$ cat src/rtl/preg_freelist_pkg.sv
// Shared core definitions for the physical register file, free list and rename table.
package preg_freelist_pkg;

    localparam int unsigned REG_SIZE       = 64;
    localparam int unsigned REG_SIZE_WIDTH = 6;

    typedef logic [REG_SIZE_WIDTH-1:0] preg_tag_t;

endpackage

$ cat src/rtl/preg_freelist.sv
// Physical-register free list: hands out rename tags, reclaims committed previous mappings,
// and rolls the speculative head back to the committed head on flush.
module preg_freelist
    import preg_freelist_pkg::*;
#(
    parameter int unsigned REG_SIZE       = preg_freelist_pkg::REG_SIZE,
    parameter int unsigned REG_SIZE_WIDTH = preg_freelist_pkg::REG_SIZE_WIDTH
) (
    input  logic                      clk,
    input  logic                      reset,
    input  logic                      alloc_req,
    output logic                      alloc_valid,
    output logic [REG_SIZE_WIDTH-1:0] alloc_prd,
    input  logic                      commit_valid,
    input  logic [REG_SIZE_WIDTH-1:0] commit_lprd,
    input  logic                      flush,
    output logic [REG_SIZE_WIDTH:0]   free_count
);

    localparam int unsigned W = REG_SIZE_WIDTH;
    localparam logic [W:0] FULL_CNT = (W+1)'(REG_SIZE - 1);

    logic [W-1:0] ring [REG_SIZE];
    logic [W-1:0] spec_head, spec_head_d;
    logic [W-1:0] commit_head, commit_head_d;
    logic [W-1:0] tail, tail_d;
    logic [W:0]   spec_cnt, spec_cnt_d;
    logic [W:0]   commit_cnt, commit_cnt_d;
    logic         alloc_fire, push;

    assign alloc_valid = (spec_cnt != '0);
    assign alloc_prd   = ring[spec_head];
    assign free_count  = spec_cnt;

    always_comb begin
        alloc_fire    = alloc_req && alloc_valid && !flush;
        push          = commit_valid && (commit_lprd != '0);
        commit_head_d = commit_head + W'(commit_valid);
        tail_d        = tail + W'(push);
        commit_cnt_d  = commit_cnt + (W+1)'(push) - (W+1)'(commit_valid);
        // Rollback uses the post-commit committed view so this cycle's commit is not lost.
        if (flush) begin
            spec_head_d = commit_head_d;
            spec_cnt_d  = commit_cnt_d;
        end else begin
            spec_head_d = spec_head + W'(alloc_fire);
            spec_cnt_d  = spec_cnt + (W+1)'(push) - (W+1)'(alloc_fire);
        end
    end

    always_ff @(posedge clk or negedge reset) begin
        if (!reset) begin
            for (int unsigned i = 0; i < REG_SIZE; i++) begin
                ring[i] <= (i < REG_SIZE - 1) ? W'(i + 1) : '0;
            end
            spec_head   <= '0;
            commit_head <= '0;
            tail        <= W'(REG_SIZE - 1);
            spec_cnt    <= FULL_CNT;
            commit_cnt  <= FULL_CNT;
        end else begin
            if (push) begin
                ring[tail] <= commit_lprd;
            end
            spec_head   <= spec_head_d;
            commit_head <= commit_head_d;
            tail        <= tail_d;
            spec_cnt    <= spec_cnt_d;
            commit_cnt  <= commit_cnt_d;
        end
    end

    // A freed tag must not already sit in the allocatable window.
    logic lprd_dup;
    always_comb begin
        lprd_dup = 1'b0;
        for (int unsigned i = 0; i < REG_SIZE; i++) begin
            if (((W+1)'(i) < spec_cnt) && (ring[spec_head + W'(i)] == commit_lprd)) begin
                lprd_dup = 1'b1;
            end
        end
    end

    commit_without_alloc: assert property (@(posedge clk) disable iff (!reset)
        commit_valid |-> (commit_cnt != spec_cnt));
    push_when_full: assert property (@(posedge clk) disable iff (!reset)
        push |-> (spec_cnt != FULL_CNT));
    double_free: assert property (@(posedge clk) disable iff (!reset)
        push |-> !lprd_dup);

endmodule

$ cat config.mk
export PLATFORM = sky130hd
export DESIGN_NAME = preg_freelist
export DESIGN_NICKNAME = d
export VERILOG_FILES = /design/src/rtl/preg_freelist_pkg.sv /design/src/rtl/preg_freelist.sv
export SDC_FILE = /design/constraint.sdc
export NUM_CORES = 1
export LEC_CHECK = 0
export ABC_CLOCK_PERIOD_IN_PS = 3300
export BUFFER_PORTS_ARGS = -buffer_cell sky130_fd_sc_hd__buf_2
export CAP_MARGIN = 20
export CORE_ASPECT_RATIO = 2
export CORE_MARGIN = 2
export CORE_UTILIZATION = 55
export DETAILED_ROUTE_END_ITERATION = 8
export PLACE_DENSITY_LB_ADDON = 0.25
export SYNTH_ARGS = -nofsm -noshare
export SYNTH_HDL_FRONTEND = slang
export SYNTH_SLANG_ARGS = --single-unit
$ cat constraint.sdc
create_clock -name clk -period 3.3 [get_ports clk]
set_clock_uncertainty 0.2 [all_clocks]
set_input_delay 0.66 -clock clk [delete_from_list [all_inputs] [get_ports clk]]
set_output_delay 0.66 -clock clk [all_outputs]
set_load 0.02 [all_outputs]
Word-level counts from Yosys, hierarchy flattened
Cells that the tools add are included.
{ "word_totals": {"ff_bits": 416, "input_bits": 11, "output_inout_bits": 14, "wordCells": 96} }
{ "op_classes": {"n_addsub": 7, "order_cmp": 3, "mux": 8, "n_bitwise": 2, "reduce_logical": 7} }
{ "ops": {"columns": ["cell", "count"], "rows": [
  ["384-bit bitwise mux", 1],
  ["6-bit binary-select mux with 6-bit select", 1],
  ["6-bit demux with 6-bit select", 1],
  ["6-bit two-way mux", 4],
  ["6-bit by 1-bit adder with 6-bit output", 3],
  ["7-bit by 1-bit adder with 7-bit output", 2],
  ["7-bit >= comparator, second input constant", 2],
  ["6-bit inverter with 7-bit output", 2],
  ["7-bit by 1-bit subtractor with 7-bit output", 2],
  ["7-bit by 1-bit less-than comparator with 1-bit output, second input constant", 1],
  ["7-bit two-way mux", 1],
  ["7-bit nonzero test", 1],
  ["6-bit nonzero test", 1],
  ["1-bit logical AND", 4],
  ["1-bit logical NOT", 1]
]} }

Longest topological paths before layout
Gate-level depths: netlist of the first run.
{ "depth": {"word_depth": 6, "ltp_mapped": 14} }

Least setup slack after synthesis of the first run
OpenSTA, ideal clock, no wires.
{ "synth_path": {"path_type": "reg-to-reg", "startpoint": "register spec_cnt[4] (netlist: free_count[4])", "endpoint": "register spec_cnt[6] (netlist: free_count[6])", "setup_ps": 69, "arrival_ps": 2707, "t_required_ps": 3031, "setup_slack_ps": 323, "path_stages_with_launch": 15, "n_path_buf": 0, "synth_period_minus_slack_ps": 2977, "cell_sequence": "dfstp_2 -> inv_1 -> ha_1 -> nand4_1 -> and3_1 -> ha_1 -> inv_1 -> ha_1 -> fa_1 -> a21oi_1 -> o21bai_1 -> a21o_1 -> nor4_1 -> a31oi_1 -> nand3_1"} }
{ "synth_via": {"elab_chain_cells": 5} }
{ "synth_lines": {"columns": ["element", "line", "text"], "rows": [
  ["start: declaration", "preg_freelist.sv:27", "logic [W:0] spec_cnt, spec_cnt_d;"],
  ["start signal: assignment", "preg_freelist.sv:68", "spec_cnt <= spec_cnt_d;"],
  ["7-bit nonzero test", "preg_freelist.sv:31", "assign alloc_valid = (spec_cnt != '0);"],
  ["named net alloc_valid", "preg_freelist.sv:12", "output logic alloc_valid,"],
  ["1-bit logical AND (2 in a row)", "preg_freelist.sv:36", "alloc_fire = alloc_req && alloc_valid && !flush;"],
  ["7-bit by 1-bit subtractor with 7-bit output", "preg_freelist.sv:47", "spec_cnt_d = spec_cnt + (W+1)'(push) - (W+1)'(alloc_fire);"],
  ["7-bit two-way mux", "preg_freelist.sv:42", "if (flush) begin"],
  ["named net spec_cnt_d[6]", "preg_freelist.sv:27", null]
]} }
The timed path passes the listed nets, and every way through them passes these cells.
A chain may end at the register's enable or synchronous reset.

Final worst setup path of the first run
{ "layout_path": {"startpoint": "register spec_head[0]", "endpoint": "output port alloc_prd[2]"} }
{ "layout_via": {"elab_chain_cells": 4} }
{ "layout_lines": {"columns": ["element", "line", "text"], "rows": [
  ["start: declaration", "preg_freelist.sv:24", "logic [W-1:0] spec_head, spec_head_d;"],
  ["start signal: assignment", "preg_freelist.sv:65", "spec_head <= spec_head_d;"],
  ["6-bit inverter with 7-bit output (not written as such)", "preg_freelist.sv:32", "assign alloc_prd = ring[spec_head];"],
  ["6-bit binary-select mux with 6-bit select", "preg_freelist.sv:32", null],
  ["6-bit two-way mux (not written as such) (2 in a row)", "preg_freelist.sv:32", null],
  ["end: declaration", "preg_freelist.sv:13", "output logic [REG_SIZE_WIDTH-1:0] alloc_prd,"]
]} }
No other way between the ends. The select of a mux whose other input is x is not followed.

==> results of run 1 <==
-- cells by family after synthesis --
| kind of cell | after synthesis | synth area share |
|---|---|---|
| buffers and inverters | 104 | 0.0261 |
| adders and majority gates | 23 | 0.0150 |
| DFF | 416 | 0.527 |
| muxes | 528 | 0.331 |
| xor gates and xnor gates | 22 | 0.00952 |
| AOI/OAI and AO/OA | 94 | 0.0333 |
| and+or+nand+nor | 172 | 0.0578 |
-- stage by stage --
step / TNS (ps) / utilization
2_1_floorplan: 0 / -
3_3_place_gp: -11.6 / 0.579
3_5_place_dp: 0 / 0.579
4_1_cts: -2130 / 0.622
5_1_grt: -2410 / 0.634
6_report: -2070 / 0.634
-- power groups by stage --
stage                     Sequential, mW  Clock, mW  Combinational, mW
after floorplan                     8.07          0               5.67
after global placement              8.40          0               7.66
after detailed placement            8.50          0               7.84
after CTS                           8.44       4.64               8.27
after global routing                8.66       4.84               9.44
final                               8.48       4.55               8.89
-- cell usage in the layout (no fill, tap or decap), drive strengths merged, types with 11 or more instances in the layout --
cell type / netlist / routed
buf: 35 / 114
inv: 18 / 19
mux4: 73 / 73
clkbuf: 51 / 56
ha: 21 / 21
nand2: 54 / 54
nand3: 13 / 13
xnor2: 12 / 12
dfrtp: 206 / 206
a21oi: 12 / 12
mux2: 401 / 401
clkinv: 0 / 11
dfstp: 210 / 210
nor2: 51 / 51
mux2i: 54 / 54
o22ai: 21 / 21
-- what timing repair did --
action	CTS	global route
endpoints found under the hold margin	28	0
setup endpoints to repair	6	7
pin swaps	5	20
resized for setup	26	43
hold buffers	1	0
buffers inserted	8	23
cloned	2	3
-- registers in the layout, indices dropped and copies added, names as in the netlist --
name,flops
free_count,7
tail,6
spec_head,6
ring,384
commit_head,6
commit_cnt,7
-- worst min path at each step --
| stage | to | slack (ps) | depth (start not counted) |
|---|---|---|---|
| floorplan | commit_cnt[6] | 160 | 0 |
| global placement | ring[227] | 260 | 1 |
| detailed placement | commit_head[5] | 270 | 1 |
| CTS | commit_head[5] | 280 | 1 |
| global route | commit_head[5] | 290 | 1 |
| finish | commit_head[5] | 280 | 1 |
-- layout make-up --
cell class	instances	share of cell area
flip-flops and latches	416	0.463
multi-input cells	839	0.403
repair buffers	119	0.0511
clock buffers	53	0.0490
well taps	454	0.0246
clock inverters	17	0.00667
inverters	18	0.00293
-- per-layer routing --
| metal | vias to the layer above | routed length (um) |
|---|---|---|
| met5 | - | 0 |
| met4 | 0 | 2780 |
| met3 | 114 | 1820 |
| met2 | 268 | 26900 |
| met1 | 6357 | 18300 |
| li1 | 5154 | - |
-- worst reg2reg max path: stages, from the launching register on --
cell and delay, ps:
dfstp_2 560, inv_1 70, ha_1 190, nand4_1 130
and3_1 260, ha_1 150, inv_1 40, ha_1 200
fa_1 430, a21oi_1 140, o21bai_1 100, a21o_1 240
nor4_2 190, a31oi_1 70, nand3_1 80
==> impl_summary.txt, run 1 <==
----------------------------------------------------
[Layout]
  Antenna cells ... 0
  Area of the multi-input gates ... 0.00931 mm^2
  Summed area of non-filler cells in the final layout ... 0.0231 mm^2
  Area Growth Syn to Fin ... 14.0%
  Sequential cell area ... 0.0107 mm^2
  Cell Count, Final, Fillers Out ... 1,916
  Layout cell share with drive strength beyond 1 ... 0.580
  Total of fill cells in the finished design ... 2,696
  Number of nets in the final layout ... 1,467

[Global route]
  Global routing usage on met3 ... 0.0340
  Number of global-route vias before repair ... 12.8k
  Most Crowded Layer GR ... met2
  Initial antenna violation count ... 0
  Global-route congestion overflow total ... 0
  Total global routing track utilization ... 0.262
  Global-route met1 utilization ... 0.304
  Wire length of the first global-routing pass ... 76.7 mm
  Global-route met2 utilization ... 0.473
  Pin count of the biggest net entering global routing ... 89

[Clock tree]
  CTS HTree Levels ... 2
  Clock Pin Slew Worst Setup and Hold Paths ... 60 ps
  CTS Root Buffer Type ... clkbuf_16
  TritonCTS Buffers ... 39
  Worst-Skew Late Latency ... 540 ps
  Maximum buffer depth of the clock tree ... 3
  CTS tree ... built
  # clock sinks ... 416

[STA]
  Fmax achieved ... 273 MHz
  Final worst path period need ... 3660 ps
  Post-route clock period utilization ... 1.11
  Pin slew with the least headroom to its limit ... 1050 ps
  Slew HR ... 0.296
  Number of setup violations in the final report ... 6
  Count of pins over their slew limit ... 0
  Post-route setup slack ... -363 ps
  Final Hold Fails ... 0
  Setup repair after global routing missed its margin ... true
  Fin Hold WS ... 280 ps

[Critical path]
  Worst reg2reg path depth ... 14
  Setup crit start kind ... flip-flop
  Worst reg2reg path endpoint ... free_count[6]
  Series of cell instances along the critical path ... buf_4 > clkbuf_16 > buf_4 > mux4_2 > mux2_2 > o22ai_2 > nor3_2 > buf_4
  Worst flop-to-flop path startpoint ... free_count[4]
  Worst EP arrival ... 2800 ps
  Family of cells with the greatest summed delay on the critical path ... multiplexers
  Worst path bufs/invs ... 4
  Worst setup path endpoint ... alloc_prd[2]
  R2R Setup Slk ... 170 ps
  Maximum single-stage delay on the critical path ... 510 ps
  Number of logic stages on the critical path including buffering ... 8
  Req. time, crit path ... 2440 ps
  CP max FO ... 6
  Crit-path most repeated cell ... buf_4
  Launching element of the worst setup path ... spec_head[0]
  Crit path kind ... reg -> out
  CP max-delay cell ... dfrtp_4
  Kind of end point of the critical path ... output port

[Placed design]
  Final HPWL from detailed placement ... 33.5 mm
  Placed instance area ... 0.0211 mm^2
  Count of input and output buffers ... 24
  RD Place Congestion ... 0.903
  Placed Instances ... 1,811
  Worst setup timing slack at the placement stage ... 23.3 ps

[Drt]
  Detailed-router iteration count before antenna repair ... 5
  Antenna-violating nets left ... 0
  Vias after detailed routing ... 11.9k
  Vias per Instance ... 6.21
  Routed wire length ... 49.7 mm
  WL per Instance ... 26.0 um
  DRC Markers ... 0
  Detailed Route Iter0 Violations ... 701

[Synthesis]
  Share of flip-flops with an asynchronous set or reset after synthesis ... 1.00
  Main synth FF type ... dfstp_2
  Fraction of post-synthesis cell area in the top cell type by area ... 0.272
  Total standard cell area after synthesis ... 0.0202 mm^2
  Yosys warnings ... 0
  Mean cell area of the mapped netlist ... 14.9 um^2
  Post-Synthesis Net Count ... 1,393
  Count of cell types in the netlist ... 61
  Most numerous cell types in the synthesized netlist ... mux2_2, dfstp_2, dfrtp_1
  Sequential share of the synthesized area ... 0.527
  Largest area contributor in the synthesized netlist ... dfstp_2
  Count of flip-flops with a built-in enable after synthesis ... 0
  Post-synthesis cell count ... 1,359
  Flip-flop and latch count after synthesis ... 416
  Dominant cell by count in the synthesized netlist ... mux2_2
  Top cells by area in the synthesized netlist ... dfstp_2, dfrtp_1, mux2_2, mux4_2, mux2_1

[Die]
  Cell Rows ... 99
  I/O pins ... 25
  Area of the die ... 0.0385 mm^2
  Horiz. Die Dim ... 140 um
  Core area ... 0.0364 mm^2
  Vertical die dimension ... 275 um
  Starting utilization of the core area ... 0.556

[Power and ir drop]
  Power density cells ... 950 mW/mm^2
  Lkg Pwr ... 10.3 nW
  Internal Power ... 14.5 mW
  Final Total Pwr ... 21.9 mW
  Switching power total ... 7.43 mW
  Sequential share of power ... 0.387
  Peak ir drop on the vdd network ... 0.693 mV
  Switching part of the total power ... 0.339
  Clock network fraction of total power ... 0.208
  Combinational Power Share ... 0.406

[Outcome]
  Outcome ... finished with violations
  Failing checks ... setup timing

[Job]
  Max-cap viol count ... 0

[Hold path]
  Class of the tightest hold or removal check ... reg -> reg
  Startpoint of the tightest hold check path ... commit_head[5]

----------------------------------------------------
(Power assumes the default switching activity.)
==> run 2, diff against run 1 <==
--- a/config.mk
+++ b/config.mk
@@ -5,7 +5,7 @@
 export SDC_FILE = /design/constraint.sdc
 export NUM_CORES = 1
 export LEC_CHECK = 0
-export ABC_CLOCK_PERIOD_IN_PS = 3300
+export ABC_CLOCK_PERIOD_IN_PS = 4650
 export BUFFER_PORTS_ARGS = -buffer_cell sky130_fd_sc_hd__buf_2
 export CAP_MARGIN = 20
 export CORE_ASPECT_RATIO = 2
==> constraint.sdc (replaced) <==
create_clock -name clk -period 4.65 [get_ports clk]
set_clock_uncertainty 0.2 [all_clocks]
set_input_delay 0.93 -clock clk [delete_from_list [all_inputs] [get_ports clk]]
set_output_delay 0.93 -clock clk [all_outputs]
set_load 0.02 [all_outputs]
==> run 2 against run 1 <==
Sequential share of layout area up 1.9 points. Final cell count is 3.4% lower. Die area did not move. The flow now finishes without violations. Global-route usage down 0.055 points. Non-clock buffer count fell by 66. Largest power group is now registers. Via count down 1.9%. Sequential cell count is the same. Largest cell class unchanged. Clock power decreased by 25%.
==> impl_summary.txt, run 2 (same netlist as run 1, synthesis figures left out) <==
----------------------------------------------------
[STA]
  Fin Hold WS ... 223 ps
  Final Hold Fails ... 0
  Final worst path period need ... 4440 ps
  Pin slew with the least headroom to its limit ... 1040 ps
  Number of setup violations in the final report ... 0
  Slew HR ... 0.310
  Total negative setup slack ... 0 ps
  Setup repair after global routing missed its margin ... false
  Count of pins over their slew limit ... 0
  Fmax achieved ... 225 MHz
  Post-route clock period utilization ... 0.954

[Power and ir drop]
  Power density cells ... 666 mW/mm^2
  Peak ir drop on the vdd network ... 0.609 mV
  Lkg Pwr ... 9.94 nW

[Layout]
  Most common library cell in the layout ignoring fill and taps ... mux2_2
  Sequential cell area ... 0.0107 mm^2
  Area Growth Syn to Fin ... 9.57%
  Total of fill cells in the finished design ... 2,790
  Register with the highest flop count ... ring
  Most used cells in the layout excluding fill and tap cells ... mux2_2, dfstp_2, dfrtp_1, mux2_1, mux4_2
  Layout cell share with drive strength beyond 1 ... 0.533
  Flip-flop count of the largest register after layout ... 384
  Antenna cells ... 0
  Number of nets in the final layout ... 1,400
  Area of the multi-input gates ... 0.00905 mm^2

[Critical path]
  Req. time, crit path ... 3520 ps
  Crit path kind ... reg -> out
  Setup crit start kind ... flip-flop
  CP max FO ... 53
  Worst flop-to-flop path startpoint ... free_count[4]
  Worst EP arrival ... 3310 ps
  Launching element of the worst setup path ... spec_head[1]
  Kind of end point of the critical path ... output port

[Clock tree]
  Post CTS Setup Buffer Count ... 0
  TritonCTS Buffers ... 38
  Post-CTS Hold Fix Bufs ... 0
  CTS HTree Levels ... 2
  # clock sinks ... 416
  Clock Pin Slew Worst Setup and Hold Paths ... 70 ps
  Post-CTS resize count ... 0
  Worst-Skew Late Latency ... 540 ps
  Maximum buffer depth of the clock tree ... 3
  CTS Root Buffer Type ... clkbuf_16
  CTS tree ... built

[Outcome]
  Outcome ... finished clean

[Die]
  Starting utilization of the core area ... 0.556
  I/O pins ... 25
  Core area ... 0.0364 mm^2
  Cell Rows ... 99
  Vertical die dimension ... 275 um
  Area of the die ... 0.0385 mm^2
  Horiz. Die Dim ... 140 um

[Drt]
  Antenna-violating nets left ... 0
  DRC Markers ... 0
  Vias per Instance ... 6.31
  Detailed Route Iter0 Violations ... 856
  Detailed-router iteration count before antenna repair ... 5
  WL per Instance ... 26.3 um
  Vias after detailed routing ... 11.7k
  Routed wire length ... 48.7 mm

[Global route]
  Total global routing track utilization ... 0.262
  Wire length of the first global-routing pass ... 76.8 mm
  Initial antenna violation count ... 0
  Number of global-route vias before repair ... 12.6k
  Pin count of the biggest net entering global routing ... 105
  Global-route congestion overflow total ... 0

[Job]
  Max-cap viol count ... 0

[Placed design]
  Final HPWL from detailed placement ... 32.8 mm
  Count of input and output buffers ... 24
  RD Place Congestion ... 0.954

[Hold path]
  Class of the tightest hold or removal check ... in -> async

----------------------------------------------------
## run 2: area by class of cell
type / instances / area share
clock buffer: 58 / 0.0532
clock inverter: 12 / 0.00874
inverter: 18 / 0.00305
multi-input combinational: 839 / 0.408
sequential: 416 / 0.481
tap: 454 / 0.0256
timing repair buffer: 53 / 0.0202
## run 2: worst paths after layout
path,to,slack (ps),depth (start not counted)
setup / recovery,alloc_prd[3],210,6
hold / removal,ring[361],220,1
setup reg to reg,free_count[6],1590,14
hold reg to reg,commit_head[5],270,1
max in group asynchronous,ring[220],3030,2
min in group clk,commit_head[5],270,1
## run 2: through the flow
step | total power, mW | worst slack [ps] | std cells | instance area (um^2) | utilization
after CTS | 14.8 | 284 | 1850 | 22200 | 0.609
after detailed placement | 11.4 | 866 | 1780 | 20800 | 0.571
after floorplan | 9.75 | 1590 | 1359 | 20200 | -
final | 14.8 | 213 | 1850 | 22200 | 0.609
after global routing | 15.5 | 76.0 | 1850 | 22200 | 0.609
after global placement | 11.2 | 910 | 1780 | 20800 | 0.571
## run 2: layer usage
metal	GRT usage	up-vias	part of all wire
li1	-	5034	-
met1	0.298	6180	0.36
met2	0.471	323	0.53
met3	0.0356	134	0.040
met4	0.148	0	0.066
met5	0	-	0
## run 2: power by group
| part | leakage [nW] | switching, mW | internal [mW] | total [mW] |
|---|---|---|---|---|
| clock network | 0.671 | 1.37 | 2.04 | 3.40 |
| logic | 4.38 | 2.68 | 2.51 | 5.19 |
| registers | 4.89 | 0.931 | 5.24 | 6.17 |
| total | 9.94 | 4.98 | 9.79 | 14.8 |
## run 2: critical path: stages (launching register included)
cell and delay (ps):
dfrtp_4 980, nand3b_1 540, o22ai_1 340, a211o_1 170, o22ai_1 90, nor3_1 360, buf_2 240
